===== src/rtl/acq_trigger_ctrl_if.sv =====
// -----------------------------------------------------------------------------
// acq_trigger_ctrl_if
//
// Purpose: groups the sample stream coming from the LVDS deserialiser and the
// write port of the downstream sample FIFO into one bundle, so the
// acquisition controller has a single bus port.
//
// Signals:
//   samples      NCH*SW  parallel sample word, lane k at [k*SW +: SW]
//   sample_valid 1       samples carry a new word this cycle
//   fifo_used    FIFO_AW downstream FIFO fill level
//   fifo_wr      1       FIFO write strobe
//   fifo_data    NCH*SW  FIFO write data
//
// Handshake: there is no ready signal on either side. sample_valid qualifies
// samples on the cycle it is high; the producer never stalls. fifo_wr
// qualifies fifo_data on the cycle it is high, and the FIFO accepts every
// strobe. Back-pressure is by level only: the controller watches fifo_used and
// stops writing before the FIFO can overflow.
//
// Modports:
//   master  the acquisition controller (consumes samples, writes the FIFO)
//   slave   the environment (deserialiser + FIFO)
// -----------------------------------------------------------------------------
interface acq_trigger_ctrl_if #(
    parameter int NCH     = 14,
    parameter int SW      = 12,
    parameter int FIFO_AW = 11
) ();
    logic [NCH*SW-1:0]  samples;
    logic               sample_valid;
    logic [FIFO_AW-1:0] fifo_used;
    logic               fifo_wr;
    logic [NCH*SW-1:0]  fifo_data;

    modport master (
        input  samples,
        input  sample_valid,
        input  fifo_used,
        output fifo_wr,
        output fifo_data
    );

    modport slave (
        output samples,
        output sample_valid,
        output fifo_used,
        input  fifo_wr,
        input  fifo_data
    );
endinterface


===== src/rtl/acq_trigger_ctrl.sv =====
// -----------------------------------------------------------------------------
// acq_trigger_ctrl
//
// Purpose: acquisition/trigger controller for the ADC board. Takes NCH
// parallel ADC samples per clock, waits for a programmable trigger (immediate,
// rising/falling threshold crossing on one lane, or an external level
// sequence), then streams up to capture_len sample words into the downstream
// FIFO. Supports holdoff after arm, auto-trigger timeout, FIFO back-off with a
// truncation flag and abort. Runs entirely in the sample clock domain.
//
// Ports:
//   clk, rstn        sample clock, asynchronous active-low reset
//   arm              pulse: start an acquisition (only honoured in IDLE)
//   abort            pulse: return to IDLE from any state (beats arm)
//   trig_mode        0 immediate, 1 rising, 2 falling, 3 external
//   trig_chan        lane used for the threshold comparison
//   lower_thresh     signed lower threshold
//   upper_thresh     signed upper threshold
//   ext_trig         external trigger level (mode 3)
//   capture_len      number of words to write
//   holdoff          valid samples ignored after arm
//   timeout          auto-trigger after this many waiting samples (0 = off)
//   bus              sample stream in / FIFO write port out (master side)
//   busy             high whenever the FSM is not in IDLE
//   status           {state[2:0], triggered, auto_trig, truncated, 2'b00}
//   words_written    words written in the current or last capture
//
// Configuration inputs are captured on arm and the captured copy is used for
// the whole acquisition, so software may reprogram them while busy.
// -----------------------------------------------------------------------------
module acq_trigger_ctrl #(
    parameter int NCH         = 14,
    parameter int SW          = 12,
    parameter int LW          = 16,
    parameter int FIFO_AW     = 11,
    parameter int FIFO_MARGIN = 4,
    localparam int CW         = (NCH > 1) ? $clog2(NCH) : 1
) (
    input  logic                 clk,
    input  logic                 rstn,
    input  logic                 arm,
    input  logic                 abort,
    input  logic [1:0]           trig_mode,
    input  logic [CW-1:0]        trig_chan,
    input  logic signed [SW-1:0] lower_thresh,
    input  logic signed [SW-1:0] upper_thresh,
    input  logic                 ext_trig,
    input  logic [LW-1:0]        capture_len,
    input  logic [LW-1:0]        holdoff,
    input  logic [LW-1:0]        timeout,
    acq_trigger_ctrl_if.master   bus,
    output logic                 busy,
    output logic [7:0]           status,
    output logic [LW-1:0]        words_written
);

    localparam int DW = NCH * SW;

    // Capture stops once the FIFO holds this many words or more.
    localparam int              FIFO_LIMIT_I = (1 << FIFO_AW) - FIFO_MARGIN;
    localparam logic [FIFO_AW:0] FIFO_LIMIT  = FIFO_LIMIT_I[FIFO_AW:0];

    typedef enum logic [2:0] {
        S_IDLE    = 3'd0,
        S_HOLDOFF = 3'd1,
        S_WAIT_A  = 3'd2,
        S_WAIT_B  = 3'd3,
        S_CAPTURE = 3'd4,
        S_DONE    = 3'd5
    } state_t;

    state_t               state_q;

    // Configuration captured on arm.
    logic [1:0]           mode_q;
    logic [CW-1:0]        chan_q;
    logic signed [SW-1:0] lo_q;
    logic signed [SW-1:0] hi_q;
    logic [LW-1:0]        len_q;
    logic [LW-1:0]        hold_q;
    logic [LW-1:0]        tmo_q;

    // Shared sample counter: counts holdoff samples in HOLDOFF, then is
    // cleared and counts waiting samples for the timeout in WAIT_A/WAIT_B.
    logic [LW-1:0]        cnt_q;
    logic [LW-1:0]        ww_q;
    logic                 trig_q;
    logic                 auto_q;
    logic                 trunc_q;
    logic                 wr_q;
    logic [DW-1:0]        data_q;

    // ---------------------------------------------------------------
    // Combinational helpers
    // ---------------------------------------------------------------
    logic signed [SW-1:0] lane;
    logic                 cond_a;
    logic                 cond_b;
    logic [LW-1:0]        cnt_inc;
    logic [LW-1:0]        ww_inc;
    logic                 hold_done;
    logic                 tmo_hit;
    logic                 fifo_full;

    // Lane mux; an out-of-range channel compares against zero.
    always_comb begin
        lane = '0;
        for (int k = 0; k < NCH; k++) begin
            if (chan_q == CW'(k)) begin
                lane = bus.samples[k*SW +: SW];
            end
        end
    end

    // cond_a arms the edge detector, cond_b completes it.
    always_comb begin
        cond_a = 1'b0;
        cond_b = 1'b0;
        case (mode_q)
            2'd1: begin
                cond_a = (lane < lo_q);
                cond_b = (lane > hi_q);
            end
            2'd2: begin
                cond_a = (lane > hi_q);
                cond_b = (lane < lo_q);
            end
            2'd3: begin
                cond_a = !ext_trig;
                cond_b = ext_trig;
            end
            default: begin
                cond_a = 1'b0;
                cond_b = 1'b0;
            end
        endcase
    end

    // Counters saturate instead of wrapping.
    assign cnt_inc   = (cnt_q == '1) ? cnt_q : cnt_q + LW'(1);
    assign ww_inc    = (ww_q == '1) ? ww_q : ww_q + LW'(1);
    assign hold_done = (cnt_inc >= hold_q);
    assign tmo_hit   = (tmo_q != '0) && (cnt_inc == tmo_q);
    assign fifo_full = ({1'b0, bus.fifo_used} >= FIFO_LIMIT);

    // ---------------------------------------------------------------
    // FSM with registered outputs
    // ---------------------------------------------------------------
    always_ff @(posedge clk or negedge rstn) begin
        if (!rstn) begin
            state_q <= S_IDLE;
            mode_q  <= 2'd0;
            chan_q  <= '0;
            lo_q    <= '0;
            hi_q    <= '0;
            len_q   <= '0;
            hold_q  <= '0;
            tmo_q   <= '0;
            cnt_q   <= '0;
            ww_q    <= '0;
            trig_q  <= 1'b0;
            auto_q  <= 1'b0;
            trunc_q <= 1'b0;
            wr_q    <= 1'b0;
            data_q  <= '0;
        end else begin
            // The write strobe is a single-cycle pulse per accepted sample.
            wr_q <= 1'b0;

            if (abort) begin
                // Flags and word count stay visible for software after abort.
                state_q <= S_IDLE;
            end else begin
                case (state_q)
                    S_IDLE: begin
                        if (arm) begin
                            mode_q  <= trig_mode;
                            chan_q  <= trig_chan;
                            lo_q    <= lower_thresh;
                            hi_q    <= upper_thresh;
                            len_q   <= capture_len;
                            hold_q  <= holdoff;
                            tmo_q   <= timeout;
                            cnt_q   <= '0;
                            ww_q    <= '0;
                            trig_q  <= 1'b0;
                            auto_q  <= 1'b0;
                            trunc_q <= 1'b0;
                            if (trig_mode == 2'd0) begin
                                state_q <= S_CAPTURE;
                            end else if (holdoff == '0) begin
                                state_q <= S_WAIT_A;
                            end else begin
                                state_q <= S_HOLDOFF;
                            end
                        end
                    end

                    S_HOLDOFF: begin
                        if (bus.sample_valid) begin
                            if (hold_done) begin
                                cnt_q   <= '0;
                                state_q <= S_WAIT_A;
                            end else begin
                                cnt_q <= cnt_inc;
                            end
                        end
                    end

                    S_WAIT_A, S_WAIT_B: begin
                        if (bus.sample_valid) begin
                            cnt_q <= cnt_inc;
                            // A real trigger beats a simultaneous timeout.
                            if ((state_q == S_WAIT_B) && cond_b) begin
                                trig_q  <= 1'b1;
                                state_q <= S_CAPTURE;
                            end else if (tmo_hit) begin
                                auto_q  <= 1'b1;
                                state_q <= S_CAPTURE;
                            end else if ((state_q == S_WAIT_A) && cond_a) begin
                                state_q <= S_WAIT_B;
                            end
                        end
                    end

                    S_CAPTURE: begin
                        if (ww_q >= len_q) begin
                            // Covers capture_len == 0.
                            state_q <= S_DONE;
                        end else if (bus.sample_valid) begin
                            if (fifo_full) begin
                                // Drop this word and end the capture for good.
                                trunc_q <= 1'b1;
                                state_q <= S_DONE;
                            end else begin
                                wr_q   <= 1'b1;
                                data_q <= bus.samples;
                                ww_q   <= ww_inc;
                                if (ww_inc == len_q) begin
                                    state_q <= S_DONE;
                                end
                            end
                        end
                    end

                    S_DONE: begin
                        state_q <= S_IDLE;
                    end

                    default: begin
                        state_q <= S_IDLE;
                    end
                endcase
            end
        end
    end

    // ---------------------------------------------------------------
    // Outputs (all driven straight from registers)
    // ---------------------------------------------------------------
    assign bus.fifo_wr   = wr_q;
    assign bus.fifo_data = data_q;
    assign busy          = (state_q != S_IDLE);
    assign status        = {state_q, trig_q, auto_q, trunc_q, 2'b00};
    assign words_written = ww_q;

endmodule


===== src/flat_wrapper.sv =====
// flat-port wrapper written by rule: the top's interface ports become plain ports
module acq_trigger_ctrl_flat 
#(
    parameter int NCH         = 14,
    parameter int SW          = 12,
    parameter int LW          = 16,
    parameter int FIFO_AW     = 11,
    parameter int FIFO_MARGIN = 4,
    localparam int CW         = (NCH > 1) ? $clog2(NCH) : 1
)
  (clk, rstn, arm, abort, trig_mode, trig_chan, lower_thresh, upper_thresh, ext_trig, capture_len, holdoff, timeout, busy, status, words_written, bus_samples, bus_sample_valid, bus_fifo_used, bus_fifo_wr, bus_fifo_data);
  acq_trigger_ctrl_if #(.NCH(NCH), .SW(SW), .FIFO_AW(FIFO_AW)) bus_i ();
  input  logic clk;
  input  logic rstn;
  input  logic arm;
  input  logic abort;
  input  logic [1:0] trig_mode;
  input  logic [CW-1:0] trig_chan;
  input  logic signed [SW-1:0] lower_thresh;
  input  logic signed [SW-1:0] upper_thresh;
  input  logic ext_trig;
  input  logic [LW-1:0] capture_len;
  input  logic [LW-1:0] holdoff;
  input  logic [LW-1:0] timeout;
  output logic busy;
  output logic [7:0] status;
  output logic [LW-1:0] words_written;
  input wire logic [$bits(bus_i.samples)-1:0] bus_samples;
  input wire logic [$bits(bus_i.sample_valid)-1:0] bus_sample_valid;
  input wire logic [$bits(bus_i.fifo_used)-1:0] bus_fifo_used;
  output wire logic [$bits(bus_i.fifo_wr)-1:0] bus_fifo_wr;
  output wire logic [$bits(bus_i.fifo_data)-1:0] bus_fifo_data;
  assign bus_i.samples = bus_samples;
  assign bus_i.sample_valid = bus_sample_valid;
  assign bus_i.fifo_used = bus_fifo_used;
  assign bus_fifo_wr = bus_i.fifo_wr;
  assign bus_fifo_data = bus_i.fifo_data;
  acq_trigger_ctrl #(.NCH(NCH), .SW(SW), .LW(LW), .FIFO_AW(FIFO_AW), .FIFO_MARGIN(FIFO_MARGIN)) u_core (.clk(clk), .rstn(rstn), .arm(arm), .abort(abort), .trig_mode(trig_mode), .trig_chan(trig_chan), .lower_thresh(lower_thresh), .upper_thresh(upper_thresh), .ext_trig(ext_trig), .capture_len(capture_len), .holdoff(holdoff), .timeout(timeout), .bus(bus_i), .busy(busy), .status(status), .words_written(words_written));
endmodule

===== config.mk =====
export PLATFORM = sky130hd
export DESIGN_NAME = acq_trigger_ctrl_flat
export DESIGN_NICKNAME = d
export VERILOG_FILES = /design/src/rtl/acq_trigger_ctrl_if.sv /design/src/rtl/acq_trigger_ctrl.sv /design/src/flat_wrapper.sv
export SDC_FILE = /design/constraint.sdc
export NUM_CORES = 1
export LEC_CHECK = 0
export BUFFER_PORTS_ARGS = -buffer_cell sky130_fd_sc_hd__buf_2
export CELL_PAD_IN_SITES_DETAIL_PLACEMENT = 0
export CELL_PAD_IN_SITES_GLOBAL_PLACEMENT = 1
export CORE_MARGIN = 4
export CORE_UTILIZATION = 36
export DETAILED_ROUTE_END_ITERATION = 12
export PLACE_DENSITY_LB_ADDON = 0.15
export SYNTH_ARGS = -nofsm -noshare
export SYNTH_HDL_FRONTEND = slang
export SYNTH_SLANG_ARGS = --single-unit

===== constraint.sdc =====
create_clock -name clk -period 4.4 [get_ports clk]
set_clock_uncertainty 0.15 [all_clocks]
set_input_delay 0 -clock clk [delete_from_list [all_inputs] [get_ports clk]]
set_output_delay 0 -clock clk [all_outputs]
set_load 0.1 [all_outputs]

-- Yosys cells after proc, flatten, opt, wreduce, memory -nomap -nowiden
Index checks and enable logic that the tools add are counted.
W data, S select, Z words.
- muxes and demuxes: 59
- equal/unequal tests: 41
- reduce and logical (&&, ||, !) cells: 22
- bitwise operators: 3
- order comparisons: 5
- $add $sub $neg: 2
- operators with widths (kind ; count):
    $mux W12 ; 14
    $mux W16 ; 9
    $pmux W16 S3 ; 1
    $mux W3 ; 13
    $add A16 B1 Y16 const B ; 2
    $eq A16 B16 Y1 ; 2
    $eq A16 B16 Y1 const B ; 2
    $ge A16 B16 Y1 ; 2
    $pmux W16 S2 ; 1
    $eq A4 B4 Y1 const B ; 6
    $reduce_and A6 Y1 ; 3
    $eq A4 B3 Y1 const B ; 4
    $logic_not A16 Y1 ; 1
    $reduce_bool A16 Y1 ; 1
    $reduce_and A5 Y1 ; 3
    $mux W1 ; 14
    $ne A2 B2 Y1 const B ; 7
    $gt A12 B12 Y1 ; 1
    $lt A12 B12 Y1 ; 1
    $pmux W3 S4 ; 1
    $ge A11 B11 Y1 const B ; 1
    $ne A5 B2 Y1 const B ; 2
    $ne A3 B3 Y1 const B ; 3
    $eq A4 B2 Y1 const B ; 2
    23 further kinds ; 36
- register bits after elaboration: 285
- output and inout bits: 194
- word-level logic and storage cells: 147
- input port bits: 263

-- Longest topological paths before layout
Gate-level depths: netlist of the first run.
- depth in word-level cells: 24
- gate-level depth with buffers: 21
- mapped depth without buffers: 19

-- Worst setup path after synthesis of the first run
Ideal clock, no wire load.
- kind: reg2reg
- start point: register u_core.chan_q[0]
- end point: register u_core.state_q[0]
- data required time: 4171 ps
- arrival time: 4419 ps
- clock period less this slack: 4648 ps
- buffers on the path: 3
- setup time: 79 ps
- cell stages (with the launch flop): 16
- setup slack: -248 ps
- path through: dfrtp_1 -> clkbuf_1 -> clkbuf_1 -> buf_1 -> mux4_2 -> mux2_2 -> o221ai_1 -> nand2_1 -> ha_1 -> nand2b_1 -> a2111oi_0 -> a21oi_1 -> mux2_2 -> or4b_2 -> a31oi_1 -> a2bb2oi_1
- word-level cells in the longest chain between the ends: 22
- elaborated cells between the ends (all ways): 40
- those cells by class: 2 x order compare; 14 x eq/ne; 20 x mux; 4 x reduce/logical
- RTL lines (element ; RTL line ; RTL):
    start, declared ; acq_trigger_ctrl.sv:76 ; logic [CW-1:0] chan_q;
    start signal, assigned ; acq_trigger_ctrl.sv:178 ; chan_q <= trig_chan;
    $logic_not A4 Y1 ; acq_trigger_ctrl.sv:109 ; if (chan_q == CW'(k)) begin
    $mux W12 (13 in series) ; acq_trigger_ctrl.sv:109 ;
    $mux W12 * ; acq_trigger_ctrl.sv:109 ;
    $lt A12 B12 Y1 or $gt A12 B12 Y1 (tied branches) ; n/a ;
    $pmux W1 S3 ; acq_trigger_ctrl.sv:119 ; case (mode_q)
    $logic_and A1 B1 Y1 ; acq_trigger_ctrl.sv:214 ; if ((state_q == S_WAIT_B) && cond_b) begin
    $mux W3 ; acq_trigger_ctrl.sv:214 ;
    $mux W3 ; acq_trigger_ctrl.sv:211 ; if (bus.sample_valid) begin
    $pmux W3 S4 ; acq_trigger_ctrl.sv:174 ; case (state_q)
    $mux W3 ; acq_trigger_ctrl.sv:170 ; if (abort) begin
    end signal, assigned ; acq_trigger_ctrl.sv:172 ; state_q <= S_IDLE;
    end signal, assigned ; acq_trigger_ctrl.sv:216 ; state_q <= S_CAPTURE;
    end signal, assigned ; acq_trigger_ctrl.sv:219 ; state_q <= S_CAPTURE;
    end, declared ; acq_trigger_ctrl.sv:72 ; state_t state_q;
Mark *: on every way between the ends. The rest lies on a longest branch, timed or not. The select of a mux whose other input is x is not followed.
A chain may end at the register's enable or synchronous reset.

-- Worst setup path after layout of the first run
- start point: register u_core.chan_q[3]
- end point: register u_core.state_q[0]
Same word-level chain as after synthesis.

==> flow_metrics.env, run 1 <==
export IMPL_critical_path_reg2reg_endpoint="u_core.state_q[0]"
export IMPL_setup_worst_path_class="reg2reg"
export IMPL_detailroute_via_count=15300
export IMPL_cts_htree_levels=2
export IMPL_gpl_final_weighted_congestion=0.883
export IMPL_first_global_vias=16500
export IMPL_report_final_slew_viol_count=0
export IMPL_synth_area_leaders="dfrtp_1, mux2_2, nand2_1"
export IMPL_r2r_slack_ns=0.15
export IMPL_timing_slew_headroom=0.411
export IMPL_fill_cells=3955
export IMPL_placed_cell_area_mm2=0.0191
export IMPL_combined_area_of_all_synthesized_cells_mm2=0.0159
export IMPL_maximum_number_of_pins_on_one_net_before_global_route_repair=88
export IMPL_reg2reg_from="u_core.chan_q[3]"
export IMPL_syn_mean_instance_area_um2=10.2
export IMPL_yosys_warnings=0
export IMPL_asyncSetResetFlopFracSynth=1.00
export IMPL_design_portCount=457
export IMPL_start_util=0.367
export IMPL_post_synthesis_register_bit_count=285
export IMPL_all_layer_global_routing_usage=0.273
export IMPL_tns_ns=0
export IMPL_required_ns=4.72
export IMPL_design_die_area_mm2=0.0476
export IMPL_cellLeakagePower_nw=11.0
export IMPL_cts_tree="done"
export IMPL_routedWlPerCell_um=22.9
export IMPL_clk_path_buf_depth=3
export IMPL_fmaxAchievable_mhz=236
export IMPL_synth_enable_flop_cells=0
export IMPL_timing_critical_path_arrival_ns=4.57
export IMPL_timing_critical_path_from_type="flop"
export IMPL_netlist_top_cell_by_area="dfrtp_1"
export IMPL_die_height_um=218
export IMPL_port_buffers=452
export IMPL_synth_cells=1554
export IMPL_power_per_cell_area_mw_per_mm2=870
export IMPL_synthDistinctLibCells=90
export IMPL_finalCoreUtilization=0.531
export IMPL_drc=0
export IMPL_clkSlewWorstSetupHoldPaths_ns=0.07
export IMPL_root_buffer="clkbuf_16"
export IMPL_synthFlopType="dfrtp_1"
export IMPL_first_pass_grt_wire_length_um=100000
export IMPL_detail_route_first_pass_iterations=5
export IMPL_worst_setup_path_startpoint="u_core.chan_q[3]"
export IMPL_dr_wl_met3_um=4420
export IMPL_outcome="finished, violations left"
export IMPL_netSwitchingPower_mw=11.4
export IMPL_failed_checks="hold timing"
export IMPL_finalHoldViolations=5
export IMPL_num_rows=76
export IMPL_worst_slew_pin_slew_ns=0.880
export IMPL_cap_viol_max_count=0
export IMPL_max_vdd_ir_drop_uv=1040
export IMPL_clkPwrFrac=0.150
export IMPL_clock_tree_sinks=285
export IMPL_post_route_cells_drive_above_1_share=0.361
export IMPL_dp_hpwl_um=50500
export IMPL_die_x_um=218
export IMPL_postRouteWirelength_um=66500
export IMPL_detail_route_antenna_nets=0
export IMPL_number_of_antenna_violations_at_the_first_check_in_global_routing=5
export IMPL_grt_setup_unrepaired="true"
export IMPL_routed_via_density=5.30
export IMPL_final_cell_mix="buf_2, dfrtp_1, dlygate4sd3_1"
export IMPL_share_comb_of_total_power=0.622
export IMPL_seq_area_frac_synth=0.448
export IMPL_wire_length_on_met2_um=33000
export IMPL_top_layer="met4"
export IMPL_routed_metal_1_wirelength_um=26400
export IMPL_intPower_mw=8.65
export IMPL_clk_latency_ns=0.57
export IMPL_critical_path_max_fanout=7
export IMPL_finish_instance_area_mm2=0.0230
export IMPL_final_setup_vio_count=0
export IMPL_layout_commonest_cell="buf_2"
export IMPL_area_growth_pct=44.8
export IMPL_cts_inserted_buffers=36
export IMPL_drt_initial_drc_count=929
export IMPL_final_period_utilization=0.965
export IMPL_area_share_of_the_leading_cell_type_in_the_synthesized_netlist=0.448
export IMPL_min_delay_path_class="in2async"
export IMPL_seq_power_share=0.228
export IMPL_global_route_overflow_total=0
export IMPL_final_min_clock_period_ns=4.25
export IMPL_timing_reg2reg_worst_path_depth=14
export IMPL_finish_net_count=2601
export IMPL_whs_ns=-0.0138
export IMPL_core_region_area_mm2=0.0434
export IMPL_critPathCaptureType="flop"
export IMPL_power_share_switching=0.569
export IMPL_totalPowerFinal_mw=20.1
state kept, by name, indices dropped and copies added (netlist names), 2 cells and up:
signal                count
u_core.bus.fifo_data    168
u_core.cnt_q             16
u_core.hold_q            16
u_core.len_q             16
u_core.tmo_q             16
u_core.words_written     16
u_core.hi_q              12
u_core.lo_q              12
u_core.chan_q             4
u_core.state_q            3
u_core.mode_q             2
per-stage QoR:
step | worst slack (ns) | hold WS [ns] | std cells
after floorplan | 0.00793 | -0.446 | 1555
after CTS | 0.0521 | 0.00241 | 2888
final | 0.154 | -0.0138 | 2898
after global placement | 0.147 | -0.0745 | 2565
after global routing | -0.0154 | 0.0269 | 2898
after detailed placement | 0.0600 | -0.0702 | 2565
power by group through the flow:
stage                     Combinational, mW  Sequential (mW)  Clock (mW)
after floorplan                        3.60             10.3           0
after global placement                 12.0             4.55           0
after detailed placement               12.1             4.58           0
after CTS                              12.3             4.57        3.07
after global routing                   13.1             4.72        3.19
final                                  12.5             4.58        3.00
cell usage after synthesis, types with 11 or more instances:
cell type,number
clkbuf_1,53
nand4_1,21
buf_2,24
nor4_1,18
nor2b_1,17
mux2i_1,11
inv_1,68
nand2b_1,11
o21ai_0,120
nor2_1,61
nand3_1,49
mux2_2,185
xor2_1,13
nand2_1,193
nor3_1,24
dfrtp_1,285
and3_1,15
a221oi_1,11
a21oi_1,48
xnor2_1,25
ha_1,57
a22oi_1,16
a211oi_1,11
mux4_2,14
worst max-delay path, cell delays in order (launching register included):
cell       delay [ns]
dfrtp_1          0.50
nor2b_1          0.32
buf_4            0.19
a22oi_1          0.08
a211oi_1         0.38
a221oi_1         0.13
a31oi_2          0.31
ha_1             0.31
a211o_1          0.30
o2111ai_1        0.09
a21oi_1          0.10
mux2_2           0.31
or4b_2           0.62
a31oi_1          0.19
a2bb2oi_1        0.16
layer usage:
metal  up-vias  GRT usage
met5         -          0
met4         0      0.102
met3       166     0.0630
met2       583      0.476
met1      7498      0.330
li1       7102          -
cells by family (layout without fill, tap and decap cells):
| logic type | Yosys count | in the layout | synth area share |
|---|---|---|---|
| compound gates | 329 | 329 | 0.136 |
| other cells | 1 | 7 | 0.000236 |
| mux | 210 | 210 | 0.158 |
| fa+ha+maj | 57 | 57 | 0.0448 |
| simple gates | 465 | 465 | 0.145 |
| flops | 285 | 285 | 0.448 |
| buf+inv | 169 | 922 | 0.0471 |
| xor+xnor | 38 | 38 | 0.0209 |
area by class of cell:
cell class,instances,area [µm²],area share
Multi-Input combinational cell,1101,8110,0.352
Sequential cell,285,7140,0.310
Timing Repair Buffer,788,5590,0.243
Clock buffer,53,1070,0.0463
Tap cell,585,732,0.0318
Inverter,69,260,0.0113
Clock inverter,12,130,0.00565
Antenna cell,5,12.5,0.000543
timing repair:
item | in CTS | in global routing
hold buffers | 258 | 0
endpoints found under the setup margin | 0 | 7
resized for setup | 0 | 21
endpoints found under the hold margin | 545 | 0
setup buffers | 0 | 3
worst max-delay path by stage:
stage	slack [ns]	depth (start not counted)	end
2_1_floorplan	0.008	15	u_core.state_q[0]
3_5_place_dp	0.06	13	u_core.state_q[0]
5_1_grt	-0.02	17	u_core.state_q[0]
3_3_place_gp	0.15	13	u_core.state_q[0]
6_report	0.15	14	u_core.state_q[0]
4_1_cts	0.05	13	u_core.state_q[0]
Power figures use the tool's default switching activity.
==> run 2: changes to the inputs <==
- PLACE_DENSITY: unset -> 0.86
- PLACE_DENSITY_LB_ADDON: 0.15 -> unset
==> run 2 against run 1 <==
Compared with the run above: sequential cell count unchanged; utilization rose by 0.30 points; via count grew 3.8%; fmax rose by 0.75%; register-to-register slack better by 0.03 ns; clock-buffer cell count down 7; global-route usage is 0.95 points higher; first-iteration DRC count up 34%; largest cell class unchanged; sequential power is 1% higher; design area rose by 0.56%; the run still ends with hold timing left.
==> flow_metrics.env, run 2 (synthesized netlist as in run 1, its figures left out) <==
export IMPL_fmaxAchievable_mhz=237
export IMPL_failed_checks="hold timing"
export IMPL_drt_initial_drc_count=1244
export IMPL_finish_instance_area_mm2=0.0232
export IMPL_detail_route_first_pass_iterations=5
export IMPL_first_pass_grt_wire_length_um=103000
export IMPL_cp_slowest_cell="mux4_2"
export IMPL_core_region_area_mm2=0.0434
export IMPL_dp_hpwl_um=49900
export IMPL_instances_no_fill=2900
export IMPL_clk_latency_ns=0.57
export IMPL_finalHoldViolations=12
export IMPL_path_delay_family="multiplexers"
export IMPL_largest_reg_flops=168
export IMPL_post_route_cells_drive_above_1_share=0.370
export IMPL_worstSetupPathDepth=16
export IMPL_clkSlewWorstSetupHoldPaths_ns=0.07
export IMPL_postRouteWirelength_um=69400
export IMPL_cts_inserted_buffers=35
export IMPL_grt_setup_unrepaired="true"
export IMPL_m3_gr_usage=0.0698
export IMPL_postLayoutSetupSlackWorst_ns=0.186
export IMPL_port_buffers=452
export IMPL_design_portCount=457
export IMPL_root_buffer="clkbuf_16"
export IMPL_crit_path_cells="buf_12 -> buf_6 -> mux4_2 -> mux2_2 -> o221ai_1 -> nand2_1 -> ha_1 -> nand4_1 -> nor2_2 -> a2bb2oi_2 -> mux2_4 -> or3_4 -> nand3_4 -> a21oi_4 -> a31oi_1 -> a2bb2oi_1"
export IMPL_power_share_switching=0.568
export IMPL_timing_critical_path_slowest_cell_delay_ns=0.51
export IMPL_start_util=0.367
export IMPL_cap_viol_max_count=0
export IMPL_max_vdd_ir_drop_uv=1120
export IMPL_worstSetupEndpoint="u_core.state_q[0]"
export IMPL_seq_power_share=0.226
export IMPL_gr_usage_met2=0.493
export IMPL_cts_htree_levels=2
export IMPL_intPower_mw=8.86
export IMPL_num_rows=76
export IMPL_clock_tree_sinks=285
export IMPL_global_route_peak_usage_layer="met2"
export IMPL_timing_reg2reg_worst_path_depth=16
export IMPL_power_per_cell_area_mw_per_mm2=886
export IMPL_all_layer_global_routing_usage=0.283
export IMPL_setup_worst_path_class="reg2reg"
export IMPL_placed_cell_area_mm2=0.0191
export IMPL_area_growth_pct=45.6
export IMPL_placedCellCount=2565
export IMPL_finalCoreUtilization=0.534
export IMPL_r2r_slack_ns=0.19
export IMPL_worst_slew_pin_slew_ns=1.01
export IMPL_maximum_number_of_pins_on_one_net_before_global_route_repair=121
export IMPL_cellLeakagePower_nw=11.1
export IMPL_design_die_area_mm2=0.0476
export IMPL_final_setup_vio_count=0
export IMPL_netSwitchingPower_mw=11.7
export IMPL_final_period_utilization=0.958
export IMPL_timing_slew_headroom=0.327
export IMPL_final_cell_mix="buf_2, dfrtp_1, dlygate4sd3_1"
export IMPL_reg2reg_from="u_core.chan_q[0]"
export IMPL_fill_cells=3787
export IMPL_clkPwrFrac=0.150
export IMPL_cts_tree="done"
export IMPL_whs_ns=-0.0295
export IMPL_share_comb_of_total_power=0.624
export IMPL_gr_usage_met1=0.324
export IMPL_finish_net_count=2609
export IMPL_clk_path_buf_depth=3
export IMPL_worst_setup_path_startpoint="u_core.chan_q[0]"
export IMPL_report_final_slew_viol_count=0
export IMPL_gpl_final_weighted_congestion=0.946
export IMPL_outcome="finished, violations left"
export IMPL_layout_commonest_cell="buf_2"
export IMPL_routed_via_density=5.50
export IMPL_die_height_um=218
export IMPL_first_global_vias=16800
export IMPL_detail_route_antenna_nets=0
export IMPL_die_x_um=218
export IMPL_global_route_overflow_total=0
export IMPL_required_ns=4.72
export IMPL_routedWlPerCell_um=23.9
export IMPL_drc=0
export IMPL_critical_path_max_fanout=9
export IMPL_timing_critical_path_from_type="flop"
export IMPL_min_delay_path_class="in2async"
export IMPL_number_of_antenna_violations_at_the_first_check_in_global_routing=2
export IMPL_final_min_clock_period_ns=4.21
export IMPL_preCtsSetupSlack_ns=-0.0177
export IMPL_critPathCaptureType="flop"
export IMPL_cp_buffers_inverters=2
export IMPL_detailroute_via_count=15900
export IMPL_critical_path_reg2reg_endpoint="u_core.state_q[0]"
export IMPL_timing_critical_path_arrival_ns=4.53
run 2: cell count changes in the layout (fill, tap and decap cells not counted), moves of 2 or more:
cell | previous run | this run
buf_4 | 68 | 76
buf_6 | 0 | 4
clkbuf_1 | 8 | 4
bufinv_16 | 1 | 4
clkbuf_16 | 39 | 36
diode_2 | 5 | 2
a21oi_2 | 3 | 1
clkinv_4 | 0 | 2
dlygate4sd3_1 | 257 | 255
nor2b_1 | 17 | 15
nor2b_4 | 0 | 2
o21ai_0 | 120 | 118
o21ai_1 | 0 | 2
run 2: worst min-delay path by stage:
stage | from | endpoint | slack [ns] | depth (start not counted)
2_1_floorplan | rstn | u_core.auto_q | -0.45 | 0
3_3_place_gp | rstn | u_core.bus.fifo_data[160] | 0.0004 | 1
3_5_place_dp | rstn | u_core.bus.fifo_data[148] | 0.02 | 1
4_1_cts | timeout[6] | u_core.tmo_q[6] | 0.005 | 4
5_1_grt | timeout[14] | u_core.tmo_q[14] | 0.04 | 4
6_report | rstn | u_core.bus.fifo_data[137] | -0.03 | 2
run 2: layer usage:
| layer | part of all wire | routed length, µm | up-vias |
|---|---|---|---|
| li1 | - | - | 7115 |
| met1 | 0.37 | 25600 | 7824 |
| met2 | 0.50 | 34500 | 777 |
| met3 | 0.077 | 5340 | 220 |
| met4 | 0.057 | 3950 | 0 |
| met5 | 0 | 0 | - |
run 2: cell type report:
type	instances	area (µm²)	share of cell area
sequential	285	7140	0.308
inverter	69	260	0.0112
timing repair buffer	797	5640	0.243
antenna	2	5.00	0.000216
clock buffer	46	987	0.0426
clock inverter	15	206	0.00891
multi-input combinational	1101	8200	0.354
tap	585	732	0.0316
run 2: worst reg2reg max path: stages, from the launching register on:
cell,delay [ns]
dfrtp_2,0.45
buf_12,0.17
buf_6,0.16
mux4_2,0.51
mux2_2,0.31
o221ai_1,0.23
nand2_1,0.15
ha_1,0.32
nand4_1,0.16
nor2_2,0.14
a2bb2oi_2,0.17
mux2_4,0.34
or3_4,0.36
nand3_4,0.10
a21oi_4,0.04
a31oi_1,0.20
a2bb2oi_1,0.16
run 2: timing repair:
action | 4_1_cts | 5_1_grt
resized for setup | 0 | 44
buffers inserted | 2 | 14
gates cloned | 0 | 1
hold endpoints to repair | 377 | 0
hold buffers | 255 | 0
pin swaps | 0 | 10
setup endpoints to repair | 2 | 6
run 2: power by group through the flow:
| stage | Sequential (mW) | Clock (mW) | Combinational, mW |
|---|---|---|---|
| after detailed placement | 4.57 | 0 | 12.1 |
| after global routing | 4.75 | 3.24 | 13.4 |
| final | 4.63 | 3.08 | 12.8 |
| after floorplan | 10.3 | 0 | 3.60 |
| after global placement | 4.52 | 0 | 12.0 |
| after CTS | 4.56 | 3.11 | 12.3 |
run 2: per-stage QoR:
stage          hold WS, ns  setup TNS [ns]  power [mW]
3_3_place_gp      0.000439               0        16.5
5_1_grt             0.0377        -0.00103        21.4
4_1_cts            0.00494               0        20.0
2_1_floorplan       -0.446               0        13.9
3_5_place_dp        0.0189         -0.0177        16.6
6_report           -0.0295               0        20.5
==> run 3: changes to the inputs <==
- CORE_MARGIN: 4 -> unset
==> run 3 against run 2 <==
Compared with the run above: the run still ends with hold timing left; first-iteration DRC count down 5.0%; wire length is 3.1% lower; global-route usage up 1.3 points; die area shrank 5.4%; worst setup slack worse by 0.089 ns; register-to-register slack worse by 0.09 ns; critical path depth down 3; hold slack better by 0.021 ns; power down 1.2%; sequential power hardly changed; clock-buffer cell count up 1; design area fell by 0.60%; critical path type unchanged; critical endpoint unchanged; largest cell class unchanged.
==> flow_metrics.env, run 3 (synthesized netlist as in run 1, its figures left out) <==
export IMPL_cts_htree_levels=2
export IMPL_drc=0
export IMPL_design_portCount=457
export IMPL_crit_path_cells="buf_6 -> mux4_2 -> a22oi_2 -> a31oi_2 -> a221o_1 -> ha_1 -> nand4_1 -> nor2_1 -> a2bb2oi_2 -> mux2_4 -> or4b_2 -> a31oi_1 -> a2bb2oi_1"
export IMPL_detail_route_antenna_nets=0
export IMPL_detail_route_first_pass_iterations=5
export IMPL_all_layer_global_routing_usage=0.296
export IMPL_postRouteWirelength_um=67300
export IMPL_clock_tree_sinks=285
export IMPL_num_rows=76
export IMPL_power_share_switching=0.570
export IMPL_critical_path_max_fanout=6
export IMPL_power_per_cell_area_mw_per_mm2=880
export IMPL_final_min_clock_period_ns=4.30
export IMPL_global_route_overflow_total=0
export IMPL_layout_commonest_cell="buf_2"
export IMPL_whs_ns=-0.00832
export IMPL_area_growth_pct=44.7
export IMPL_largest_reg_flops=168
export IMPL_outcome="finished, violations left"
export IMPL_preCtsSetupSlack_ns=0.0312
export IMPL_reg2reg_from="u_core.chan_q[0]"
export IMPL_intPower_mw=8.71
export IMPL_maximum_number_of_pins_on_one_net_before_global_route_repair=114
export IMPL_design_die_area_mm2=0.0450
export IMPL_final_setup_vio_count=0
export IMPL_max_vdd_ir_drop_uv=1370
export IMPL_cp_buffers_inverters=1
export IMPL_required_ns=4.72
export IMPL_seq_power_share=0.229
export IMPL_clkSlewWorstSetupHoldPaths_ns=0.06
export IMPL_gr_usage_met2=0.509
export IMPL_drt_initial_drc_count=1182
export IMPL_routedWlPerCell_um=23.2
export IMPL_path_delay_family="compound AO/OA/AOI/OAI gates"
export IMPL_cts_inserted_buffers=35
export IMPL_grt_setup_unrepaired="true"
export IMPL_timing_reg2reg_worst_path_depth=13
export IMPL_timing_critical_path_slowest_cell_delay_ns=0.61
export IMPL_first_pass_grt_wire_length_um=99700
export IMPL_timing_critical_path_from_type="flop"
export IMPL_postLayoutSetupSlackWorst_ns=0.0968
export IMPL_gpl_final_weighted_congestion=0.968
export IMPL_share_comb_of_total_power=0.624
export IMPL_port_buffers=452
export IMPL_global_route_peak_usage_layer="met2"
export IMPL_cellLeakagePower_nw=11.0
export IMPL_final_period_utilization=0.978
export IMPL_setup_worst_path_class="reg2reg"
export IMPL_post_route_cells_drive_above_1_share=0.363
export IMPL_root_buffer="clkbuf_16"
export IMPL_tns_ns=0
export IMPL_finish_net_count=2601
export IMPL_first_global_vias=16500
export IMPL_timing_slew_headroom=0.381
export IMPL_clkPwrFrac=0.147
export IMPL_fmaxAchievable_mhz=232
export IMPL_report_final_slew_viol_count=0
export IMPL_netSwitchingPower_mw=11.6
export IMPL_routed_via_density=5.47
export IMPL_cap_viol_max_count=0
export IMPL_critical_path_reg2reg_endpoint="u_core.state_q[0]"
export IMPL_r2r_slack_ns=0.1
export IMPL_number_of_antenna_violations_at_the_first_check_in_global_routing=5
export IMPL_timing_critical_path_arrival_ns=4.62
export IMPL_min_delay_path_class="in2async"
export IMPL_clk_path_buf_depth=3
export IMPL_die_height_um=212
export IMPL_worst_slew_pin_slew_ns=0.929
export IMPL_core_region_area_mm2=0.0434
export IMPL_die_x_um=212
export IMPL_clk_latency_ns=0.57
export IMPL_detailroute_via_count=15900
export IMPL_cp_slowest_cell="or4b_2"
export IMPL_cts_tree="done"
export IMPL_start_util=0.367
export IMPL_finalHoldViolations=8
export IMPL_failed_checks="hold timing"
export IMPL_final_cell_mix="buf_2, dfrtp_1, dlygate4sd3_1"
export IMPL_critPathCaptureType="flop"
export IMPL_m3_gr_usage=0.0696
export IMPL_gr_usage_met1=0.334
export IMPL_dp_hpwl_um=48600
-- run 3: worst register-to-register path, delay by kind of cell, from the launching register on --
family | cells | cell delay (ns)
adders and majority gates | 1 | 0.32
muxes | 2 | 0.88
AOI/OAI and AO/OA | 6 | 1.31
DFF | 1 | 0.47
and+or+nand+nor | 3 | 0.93
buffers and inverters | 1 | 0.17
-- run 3: worst max-delay path by stage --
stage	startpoint	to	slack (ns)	cells past startpoint
2_1_floorplan	u_core.chan_q[0]	u_core.state_q[0]	0.008	15
3_3_place_gp	u_core.chan_q[0]	u_core.state_q[0]	0.06	12
3_5_place_dp	u_core.chan_q[0]	u_core.state_q[0]	0.03	13
4_1_cts	u_core.chan_q[0]	u_core.state_q[0]	0.002	13
5_1_grt	u_core.chan_q[0]	u_core.state_q[0]	-0.02	13
6_report	u_core.chan_q[0]	u_core.state_q[0]	0.1	13
-- run 3: power groups by stage --
stage               Combinational [mW]  Sequential [mW]  Clock (mW)
global placement                  12.0             4.52           0
detailed placement                12.0             4.57           0
CTS                               12.3             4.56        3.02
global route                      13.2             4.76        3.13
floorplan                         3.60             10.3           0
finish                            12.6             4.64        2.98
-- run 3: layer usage --
metal	wire, µm	vias to the layer above
li1	-	7097
met3	4720	213
met1	25400	7781
met4	4030	0
met5	0	-
met2	33200	759
-- run 3: repair_timing --
item | in CTS | in global routing
endpoints found under the hold margin | 371 | 0
resized for setup | 0 | 36
hold buffers | 259 | 0
setup buffers | 0 | 4
setup endpoints to repair | 0 | 8
-- run 3: area by class of cell --
cell class	instances	area [µm²]
multi-input combinational	1101	8160
fill	3831	20300
inverter	69	260
clock inverter	16	208
sequential	285	7140
tap	585	732
clock buffer	47	961
antenna	5	12.5
timing repair buffer	789	5550
-- run 3: per-stage QoR --
step,instance area [µm²],util,total power [mW],cells
2_1_floorplan,15900,-,13.9,1555
3_3_place_gp,19100,0.440,16.5,2566
3_5_place_dp,19100,0.440,16.6,2566
4_1_cts,22800,0.527,19.8,2888
5_1_grt,23000,0.531,21.1,2897
6_report,23000,0.531,20.3,2897
